### src/rtl/apb_master_bridge.sv
// apb_master_bridge
// Single-outstanding APB master: turns a valid/ready command into one APB
// SETUP/ACCESS transfer and reports completion as a one-cycle response pulse.
// Every output comes straight from a flop.
// Build option: define APB_BRIDGE_TIMEOUT_EN to add a watchdog that aborts
// an ACCESS phase after TIMEOUT_CYCLES stalled edges. Without it, ACCESS
// waits for PREADY indefinitely.
module apb_master_bridge #(
   parameter int PDATA_SIZE     = 32,
   parameter int PADDR_SIZE     = 4,
   parameter int TIMEOUT_CYCLES = 16
) (
   input  logic                      PCLK,
   input  logic                      PRESETn,
   input  logic                      cmd_valid,
   output logic                      cmd_ready,
   input  logic                      cmd_write,
   input  logic [PADDR_SIZE-1:0]     cmd_addr,
   input  logic [PDATA_SIZE/8-1:0]   cmd_strb,
   input  logic [PDATA_SIZE-1:0]     cmd_wdata,
   output logic                      rsp_valid,
   output logic [PDATA_SIZE-1:0]     rsp_rdata,
   output logic                      rsp_err,
   output logic                      PSEL,
   output logic                      PENABLE,
   output logic [PADDR_SIZE-1:0]     PADDR,
   output logic                      PWRITE,
   output logic [PDATA_SIZE/8-1:0]   PSTRB,
   output logic [PDATA_SIZE-1:0]     PWDATA,
   input  logic [PDATA_SIZE-1:0]     PRDATA,
   input  logic                      PREADY,
   input  logic                      PSLVERR
);

   localparam int STRB_W = PDATA_SIZE / 8;

   localparam logic [1:0] ST_IDLE   = 2'd0;
   localparam logic [1:0] ST_SETUP  = 2'd1;
   localparam logic [1:0] ST_ACCESS = 2'd2;

   logic [1:0]            r_state;
   logic                  r_cmd_ready;
   logic                  r_psel;
   logic                  r_penable;
   logic [PADDR_SIZE-1:0] r_paddr;
   logic                  r_pwrite;
   logic [STRB_W-1:0]     r_pstrb;
   logic [PDATA_SIZE-1:0] r_pwdata;
   logic                  r_rsp_valid;
   logic [PDATA_SIZE-1:0] r_rsp_rdata;
   logic                  r_rsp_err;

   logic                  w_accept;
   logic                  w_done;
   logic                  w_timeout;

   assign w_accept = (r_state == ST_IDLE) && cmd_valid;
   assign w_done   = (r_state == ST_ACCESS) && PREADY;

`ifdef APB_BRIDGE_TIMEOUT_EN
   localparam logic [7:0] TIMEOUT_LIMIT = 8'(TIMEOUT_CYCLES);

   logic [7:0] r_wait_cnt;

   // Count stalled ACCESS edges; the SETUP edge clears it on the way into ACCESS.
   always_ff @(posedge PCLK or negedge PRESETn) begin
      if (!PRESETn) begin
         r_wait_cnt <= '0;
      end else if (r_state == ST_SETUP) begin
         r_wait_cnt <= '0;
      end else if ((r_state == ST_ACCESS) && !PREADY) begin
         r_wait_cnt <= r_wait_cnt + 8'd1;
      end
   end

   // PREADY on the limit edge still counts as a normal completion.
   assign w_timeout = (r_state == ST_ACCESS) && !PREADY && (r_wait_cnt == TIMEOUT_LIMIT);
`else
   assign w_timeout = 1'b0;
`endif

   // Transfer sequencer: walks IDLE -> SETUP -> ACCESS and drives PSEL/PENABLE/cmd_ready.
   always_ff @(posedge PCLK or negedge PRESETn) begin
      // NOTE: the async clear is what drops PSEL/PENABLE mid-transfer without waiting for a clock edge.
      if (!PRESETn) begin
         r_state     <= ST_IDLE;
         r_cmd_ready <= 1'b1;
         r_psel      <= 1'b0;
         r_penable   <= 1'b0;
      end else begin
         // NOTE: non-blocking assignments keep every flop sampling pre-edge values, so ordering here is irrelevant.
         case (r_state)
            ST_IDLE: begin
               if (w_accept) begin
                  r_state     <= ST_SETUP;
                  r_cmd_ready <= 1'b0;
                  r_psel      <= 1'b1;
               end
            end
            ST_SETUP: begin
               r_state   <= ST_ACCESS;
               r_penable <= 1'b1;
            end
            ST_ACCESS: begin
               if (w_done || w_timeout) begin
                  r_state     <= ST_IDLE;
                  r_cmd_ready <= 1'b1;
                  r_psel      <= 1'b0;
                  r_penable   <= 1'b0;
               end
            end
            default: begin
               r_state     <= ST_IDLE;
               r_cmd_ready <= 1'b1;
               r_psel      <= 1'b0;
               r_penable   <= 1'b0;
            end
         endcase
      end
   end

   // Capture the command on acceptance; the bus fields then hold until the next command.
   always_ff @(posedge PCLK or negedge PRESETn) begin
      if (!PRESETn) begin
         r_paddr  <= '0;
         r_pwrite <= 1'b0;
         r_pstrb  <= '0;
         r_pwdata <= '0;
      end else if (w_accept) begin
         r_paddr  <= cmd_addr;
         r_pwrite <= cmd_write;
         if (cmd_write) begin
            r_pstrb  <= cmd_strb;
            r_pwdata <= cmd_wdata;
         end else begin
            // Reads carry no strobes; the previous write data is left on PWDATA.
            r_pstrb  <= '0;
         end
      end
   end

   // Completion response: one-cycle pulse, data and error held until the next completion.
   always_ff @(posedge PCLK or negedge PRESETn) begin
      if (!PRESETn) begin
         r_rsp_valid <= 1'b0;
         r_rsp_rdata <= '0;
         r_rsp_err   <= 1'b0;
      end else begin
         r_rsp_valid <= w_done || w_timeout;
         if (w_done) begin
            r_rsp_rdata <= r_pwrite ? '0 : PRDATA;
            r_rsp_err   <= PSLVERR;
         end else if (w_timeout) begin
            r_rsp_rdata <= '0;
            r_rsp_err   <= 1'b1;
         end
      end
   end

   assign cmd_ready = r_cmd_ready;
   assign PSEL      = r_psel;
   assign PENABLE   = r_penable;
   assign PADDR     = r_paddr;
   assign PWRITE    = r_pwrite;
   assign PSTRB     = r_pstrb;
   assign PWDATA    = r_pwdata;
   assign rsp_valid = r_rsp_valid;
   assign rsp_rdata = r_rsp_rdata;
   assign rsp_err   = r_rsp_err;

endmodule

### config.mk
export PLATFORM = sky130hd
export DESIGN_NAME = apb_master_bridge
export DESIGN_NICKNAME = d
export VERILOG_FILES = /design/src/rtl/apb_master_bridge.sv
export SDC_FILE = /design/constraint.sdc
export NUM_CORES = 1
export LEC_CHECK = 0
export CORE_ASPECT_RATIO = 1.75
export CORE_MARGIN = 1.5
export CORE_UTILIZATION = 38
export CTS_BUF_LIST = sky130_fd_sc_hd__clkbuf_8
export DETAILED_ROUTE_END_ITERATION = 10
export GPL_TIMING_DRIVEN = 1
export PLACE_DENSITY = 0.78
export SLEW_MARGIN = 30
export SYNTH_ARGS = -nofsm -noshare
export SYNTH_HDL_FRONTEND = slang
export SYNTH_SLANG_ARGS = --single-unit
### constraint.sdc
create_clock -name PCLK -period 1.8 [get_ports PCLK]
set_input_delay 0.18 -clock PCLK [delete_from_list [all_inputs] [get_ports PCLK]]
set_output_delay 0.18 -clock PCLK [all_outputs]
set_load 0.1 [all_outputs]
==> reports/summary.md, run 1 <==
The run finished with clean final reports. The post-synthesis cell type count is 22, and the post-synthesis instance total is 265. For the number of hold violations in the final report, the log shows 0. Traced cell by cell, the critical path runs through or3b_1, inv_8, and2_4, buf_12, mux2_4.

For this run, the post-layout net count is 506. Detailed placement finished with a half-perimeter wire length of 6212 µm. The run gives 44 as the cell row count.

In this run the biggest area consumer among cell types represents 59.89% of the synthesized area. Fraction of layout instances using a drive strength above 1: 32.87%. The die is 73.45 µm wide. The initial cell density of the core is 39.44%.

The remaining global-route overflow was 0. At the worst endpoint, the arrival time is 1960 ps. By area the synthesized netlist is led by sky130_fd_sc_hd__dfrtp_1 (60%), sky130_fd_sc_hd__mux2_4 (13%), sky130_fd_sc_hd__nand2b_1 (6.3%), sky130_fd_sc_hd__nand2_1 (5.9%), sky130_fd_sc_hd__o21ai_0 (5.0%).

The library cell used most frequently in the layout, excluding fill and tap cells, is sky130_fd_sc_hd__buf_4. CTS built an H-tree with a depth of 3. The post-CTS setup repair buffer count was 0; the DRC violation count after routing was 0.

The count of clock tree sinks is 80, and the die span in y is 126.3 µm. The relative max-transition margin was 62.26%; the number of hold buffers added after cts was 1. At the placement stage, the worst setup path has a slack of -222.1 ps. Post-placement cell count: 531. In this run the mean area of a mapped cell was 12.46 µm². The endpoint class of the critical path was a flop. Area growth from synthesis to final layout: 53.60%.

In this design, the stage delay of the slowest critical-path cell is 480 ps. At the pin with the least slew margin, the transition time is 566.1 ps. TritonCTS built the clock tree. The aggregate global-route resource usage came out at 18.25%.

Max-cap violations in this run came to 0. The startpoint class of the critical path is a flop. The logs give 7.087 ps for the final setup skew and 66 for the maximum number of pins on one net before global-route repair. The worst hold slack across all endpoints was 367.8 ps; the via count was 2448. The run gives 0 as the number of pins with negative max-slew slack in the final report.

The kind of critical path is flop to flop. The tools report the accumulated negative setup slack as 0 ps. Together, buffers and inverters on the worst path number 2. Derived from the worst setup path, the maximum achievable clock frequency is 0.5788 GHz.

The floorplan step defined a core boundary enclosing 0.008368 mm². The initial antenna violation count came out at 0. The tightest min-delay check is of the input port to async pin type. The first global-routing pass estimated 12640 µm of wire.

The share of the Yosys chip area taken by registers is 60.69%. In the post-route analysis, the smallest setup slack over all paths is 72.26 ps. The clock period minus worst slack was 1728 ps.

The combined area of all synthesized cells came out at 0.003301 mm². The routability congestion estimate is 0.7551, and the clock latency on the worst-skew pair is 340 ps. For this block, the routed nets add up to 8128 µm of wire.

The number of standard cells in the final layout excluding fillers is 547, and the number of I/O port buffers is 155. Once the clock tree was built, the resizer swapped 0 gates to a different size. On the critical path, the stage with the largest delay is an instance of sky130_fd_sc_hd__or3b_1. In this run the clock root is driven by a sky130_fd_sc_hd__clkbuf_8. The first-pass detailed-route iteration total is 4. The deepest clock path buffer count is 2, and the via count of the first global-routing pass is 2535.

Among cell families on the critical path, the largest total delay comes from simple AND/OR/NAND/NOR gates. Dividing the final minimum period by the clock period gives 95.99%. The number of nets handed over by synthesis was 343. Of all cell types, the one taking the most synthesized area is sky130_fd_sc_hd__dfrtp_1. Setup repair after global routing left no endpoint under its margin. For this block, the initial DRC count from the detailed router was 136.

The run gives 0 as the number of synthesis warnings. In the layout the commonest cells are sky130_fd_sc_hd__buf_4 (83), sky130_fd_sc_hd__dfrtp_1 (79), sky130_fd_sc_hd__clkdlybuf4s50_1 (76). The detail route stage leaves a number of antenna-violating nets equal to 0. The detail-routed via count per cell is 4.475. 0 antenna diodes ended up in the layout.

The logs give 9 for the clock buffer count from CTS and 0.009276 mm² for the area of the die. After clock tree synthesis, the clock-pin slew on the worst setup and hold paths is 70 ps. The highest fanout seen on the critical path was 13; the mean routed wirelength per cell was 14.86 µm.

Setup violations remaining at the end of the flow were counted as 0. STA puts the critical path data required time at 2030 ps. In this run, synthesis produced a sequential element count of 80. The count of pins on the block boundary came out at 156.
[per-layer routing]
metal	wire length (µm)	GRT usage, %
met1	2921	19.56
met2	4542	31.96
met3	429	5.401
met4	234	8.388
met5	0	0
[cell families after synthesis]
family,after synthesis,synth area share (%)
buffers and inverters,18,4.473
multiplexers,34,14.90
AND/OR/NAND/NOR,95,13.91
AO/OA/AOI/OAI,38,6.028
flip-flops,80,60.69
[cell type report]
| class | count | area (µm²) |
|---|---|---|
| flip-flops and latches | 80 | 2003 |
| clock buffers | 11 | 151.4 |
| inverters | 3 | 18.77 |
| repair buffers | 167 | 1534 |
| multi-input cells | 167 | 1150 |
| well taps | 115 | 143.9 |
| clock inverters | 4 | 68.82 |
| fillers | 716 | 3298 |
[final timing paths]
check / startpoint / to / slack, ps / cells past startpoint
worst max-delay path: r_state[1]$_DFFE_PN0P_ / PWDATA[0]$_DFFE_PN0P_ / 70 / 5
worst min-delay path: PRESETn / PWDATA[31]$_DFFE_PN0P_ / 370 / 2
worst max register to register: r_state[1]$_DFFE_PN0P_ / PWDATA[0]$_DFFE_PN0P_ / 70 / 5
worst min register to register: PSTRB[1]$_DFFE_PN0P_ / PSTRB[1]$_DFFE_PN0P_ / 470 / 2
max in group asynchronous: PRESETn / rsp_rdata[25]$_DFFE_PN0P_ / 810 / 3
min in group PCLK: cmd_addr[1] / PADDR[1]$_DFFE_PN0P_ / 370 / 3
[Yosys cell counts]
| library cell | instances |
|---|---|
| sky130_fd_sc_hd__o21ai_0 | 33 |
| sky130_fd_sc_hd__mux2_4 | 29 |
| sky130_fd_sc_hd__inv_1 | 2 |
| sky130_fd_sc_hd__a21o_1 | 1 |
| sky130_fd_sc_hd__o21a_1 | 1 |
| sky130_fd_sc_hd__and2_4 | 1 |
| sky130_fd_sc_hd__nand3b_1 | 1 |
| sky130_fd_sc_hd__buf_6 | 1 |
| sky130_fd_sc_hd__nand3_1 | 4 |
| sky130_fd_sc_hd__nand2_1 | 52 |
| sky130_fd_sc_hd__nor3_1 | 1 |
| sky130_fd_sc_hd__nor2_1 | 2 |
| sky130_fd_sc_hd__nand2b_1 | 33 |
| sky130_fd_sc_hd__mux2_2 | 5 |
| sky130_fd_sc_hd__a21oi_1 | 2 |
| sky130_fd_sc_hd__dfrtp_1 | 79 |
| sky130_fd_sc_hd__dfstp_2 | 1 |
| sky130_fd_sc_hd__a21o_2 | 1 |
| sky130_fd_sc_hd__clkbuf_1 | 10 |
| sky130_fd_sc_hd__inv_8 | 1 |
| sky130_fd_sc_hd__buf_12 | 4 |
| sky130_fd_sc_hd__or3b_1 | 1 |
[flip-flops by register name (all words and copies together), names as in the netlist]
name	count
PADDR	4
r_state	2
PWDATA	32
rsp_rdata	32
PWRITE	1
cmd_ready	1
rsp_valid	1
rsp_err	1
PENABLE	1
PSTRB	4
PSEL	1
[per-stage QoR]
stage	utilization, %	instance area (µm²)
after floorplan	-	3301
after global placement	57.83	4840
after detailed placement	57.83	4840
after CTS	60.59	5070
after global routing	60.59	5070
final	60.59	5070
Power of run 1 is not shown: default switching activity piles up to over one toggle a cycle in this logic, so the estimate is an artifact.
==> run 2, diff against run 1 <==
Settings changed: ABC_AREA from default to 1, CORE_UTILIZATION 38 to 39, GPL_ROUTABILITY_DRIVEN from default to 0, PLACE_DENSITY 0.78 to 0.79.
==> run 2 against run 1 <==
Net effect: synthesized cell count up 57%; global-route usage grew 1.7 points; register-to-register slack improved by 300 ps; critical endpoint is now PWRITE; highest routed layer unchanged.
==> reports/summary.md, run 2 <==
The run finished with clean final reports. The tools report the count of nets after finishing as 641 (+27%). The synthesized net count is 493 (+44%), and the mean routed wirelength per cell is 13.29 µm (-11%). The final setup skew is 7.874 ps (+0.7877 ps). Kind of critical path: flop to primary output. The clock-pin slew on the worst setup and hold paths is 90 ps (+20 ps), and the area of the die is 0.009496 mm² (+2.4%). Area of the core region: 0.008671 mm² (+3.6%). Data required time at the worst endpoint: 1620 ps (-410 ps). The first-pass detailed-route iteration total was 4 (unchanged). The critical path ends at PWRITE. HPWL after detailed placement: 6771 µm (+9.0%). The logs give 45 (+2.3%) for the cell row count and 9101 µm (+12%) for the wire length reported by the detailed router.

The tools report the accumulated negative setup slack as 0 ps (unchanged). The fraction of layout instances using a drive strength above 1 is 19.72% (-13 points). The cell count of the worst reg-to-reg path is 5 (unchanged), and the remaining global-route overflow is 0 (unchanged). The die span in x came out at 74.31 µm (+1.2%).

Setup repair after global routing left no endpoint under its margin. The die span in y is 127.8 µm (+1.2%). The DRC violation count after routing was 0 (unchanged). In this run the critical register-to-register path is captured at PWDATA[22]$_DFFE_PN0P_. The delay of the slowest cell on the worst path was 350 ps (-130 ps).

The highest fanout seen on the critical path is 33 (+20), and the pin slew with the least headroom to its limit is 474.5 ps (-91.53 ps). For the clock buffer count from CTS, the log shows 9 (unchanged). Startpoint of the most critical setup path: PWRITE$_DFFE_PN0P_. The number of buffers and inverters on the critical path was 2 (unchanged).

Aggregate global-route resource usage: 19.91% (+1.7 points). The final instance area came out at 0.005136 mm² (+1.3%). The number of hold violations in the final report is 0 (unchanged), and the cell area after placement is 0.004938 mm² (+2.0%).

The number of I/O port buffers was 155 (unchanged); the via count was 3199 (+31%). For the number of pins with negative max-slew slack in the final report, the log shows 0 (unchanged). The setup slack on the worst flop-to-flop path came out at 370 ps (+300 ps). The number of H-tree levels came out at 3 (unchanged).

The total stage count of the critical path is 2 (-3), and the post-synthesis cell type count is 21 (-4.5%). The number of routed nets with antenna violations was 0 (unchanged). The path class of the tightest hold or removal check is input port to async pin. Number of synthesis warnings: 0 (unchanged). The worst flop-to-flop path startpoint was r_state[0]$_DFFE_PN0P_.

Count of pins on the block boundary: 156 (unchanged). Top flip-flop cell by instance count after synthesis: sky130_fd_sc_hd__dfrtp_1. The proportion of synthesized flip-flops having asynchronous set or reset is 100.0% (unchanged), and the total inserted antenna cells is 0 (unchanged). The tools report the sequential-to-total area share from yosys stat as 57.71% (-3.0 points). The most common cell in the synthesized netlist is sky130_fd_sc_hd__nand2_1. The detail-routed via count per cell works out to 4.670 (+4.4%). In the post-synthesis netlist, the biggest area contributors are sky130_fd_sc_hd__dfrtp_1 (57%), sky130_fd_sc_hd__nand2_1 (17%), sky130_fd_sc_hd__nand4_1 (5.8%), sky130_fd_sc_hd__nand3_1 (4.8%), sky130_fd_sc_hd__inv_1 (3.9%). TritonCTS built the clock tree. The average size of a mapped cell works out to 8.363 µm² (-33%). The worst-path cell with the longest stage delay is sky130_fd_sc_hd__dfrtp_1. For the via count of the first global-routing pass, the log shows 3223 (+27%). The initial antenna violation count was 0 (unchanged). The commonest cells after synthesis are sky130_fd_sc_hd__nand2_1 (159), sky130_fd_sc_hd__dfrtp_1 (79), sky130_fd_sc_hd__inv_1 (36). The logs give 125 (-8.1%) for the starting DRC count in detailed routing and 415 (+57%) for the post-synthesis instance total. Of all cell types, the one taking the most synthesized area is sky130_fd_sc_hd__dfrtp_1. In the layout the commonest cells are sky130_fd_sc_hd__nand2_1 (159), sky130_fd_sc_hd__buf_4 (85), sky130_fd_sc_hd__dfrtp_1 (79).

The library cell used as clock root buffer is sky130_fd_sc_hd__clkbuf_8. The portion of the clock cycle consumed by the worst path in the final layout is 80.66% (-15 points). The area fraction of the dominant cell type after synthesis works out to 56.96% (-2.9 points). STA classifies the critical path startpoint as a flop. The register bit count reported by yosys was 80 (unchanged). For the maximum number of pins on one net before global-route repair, the log shows 46 (-30%). The combined area of all synthesized cells came out at 0.003471 mm² (+5.2%). The area growth from synthesis to final layout was 47.98%; the max-capacitance violation count was 0 (unchanged). The final-report setup violation count is 0 (unchanged). Clock period minus worst slack: 1452 ps (-275.9 ps).

The family with the most delay on the worst path is buffers and inverters. The count of clock tree sinks is 80 (unchanged). The deepest clock path buffer count is 2 (unchanged). The most frequent standard cell in the layout excluding fill and tap cells was sky130_fd_sc_hd__nand2_1.

STA classifies the critical path endpoint as a primary output. The relative max-transition margin was 68.36% (+6.1 points); the fill cell total of the finished layout was 813 (+14%). The count of flip-flops with a built-in enable after synthesis is 0 (unchanged). The tools report the fmax as 0.6888 GHz (+19%). Data arrival at the endpoint of the critical path: 1270 ps (-690 ps).

Walking the worst path, the cells encountered are buf_4, buf_12. The logs give 40.03% (+0.59 points) for the initial cell density of the core and 14460 µm (+14%) for the global-route wire length before repair. The tools report the clock latency on the worst-skew pair as 360 ps (+20 ps).
-- run 2: worst min-delay path by stage --
stage          startpoint                      to  slack (ps)  cells after the start
4_1_cts           PRESETn  PWDATA[19]$_DFFE_PN0P_         310                      2
3_3_place_gp      PRESETn  PWDATA[19]$_DFFE_PN0P_         160                      1
6_report          PRESETn  r_state[0]$_DFFE_PN0P_         310                      2
5_1_grt           PRESETn  r_state[0]$_DFFE_PN0P_         350                      2
3_5_place_dp      PRESETn  PWDATA[19]$_DFFE_PN0P_         170                      1
2_1_floorplan     PRESETn    PADDR[0]$_DFFE_PN0P_        -120                      0
-- run 2: through the flow --
step / std cells / util, % / hold slack [ps] / setup WS [ps]
final: 685 / 59.24 / 314.8 / 348.2
after global routing: 685 / 59.24 / 349.5 / 247.7
after CTS: 685 / 59.24 / 308.4 / 321.6
after detailed placement: 668 / 56.96 / 170.9 / 209.2
after global placement: 668 / 56.96 / 161.8 / 280.8
after floorplan: 415 / - / -115.6 / 27.01
-- run 2: kinds of logic after synthesis --
| logic type | Yosys count | synth area share (%) |
|---|---|---|
| DFF | 80 | 57.71 |
| and+or+nand+nor | 262 | 32.73 |
| AOI/OAI and AO/OA | 7 | 1.009 |
| buffers and inverters | 66 | 8.543 |
-- run 2: cell type report --
class,count,area [µm²],share of cell area (%)
repair buffers,166,1489,28.99
inverters,37,138.9,2.704
clock buffers,10,137.6,2.680
well taps,117,146.4,2.850
flip-flops and latches,80,2003,39.00
multi-input cells,269,1171,22.80
clock inverters,6,50.05,0.9744
-- run 2: routing by layer --
metal  part of all wire (%)  wire, µm  global-route usage, %  up-vias
met5                      0         0                      0        -
met4                    1.7       158                  7.594        0
met3                    7.9       721                  6.918       12
met2                     53      4798                  34.93      124
met1                     38      3423                  21.38     1470
li1                       -         -                      -     1593
-- run 2: timing repair --
| item | 4_1_cts | 5_1_grt |
|---|---|---|
| gates resized for setup | 0 | 0 |
| buffers inserted | 0 | 0 |
| setup endpoints to repair | 0 | 0 |
| endpoints found under the hold margin | 34 | 0 |
| hold buffers | 1 | 0 |
Power of run 2 is left out for the same reason.
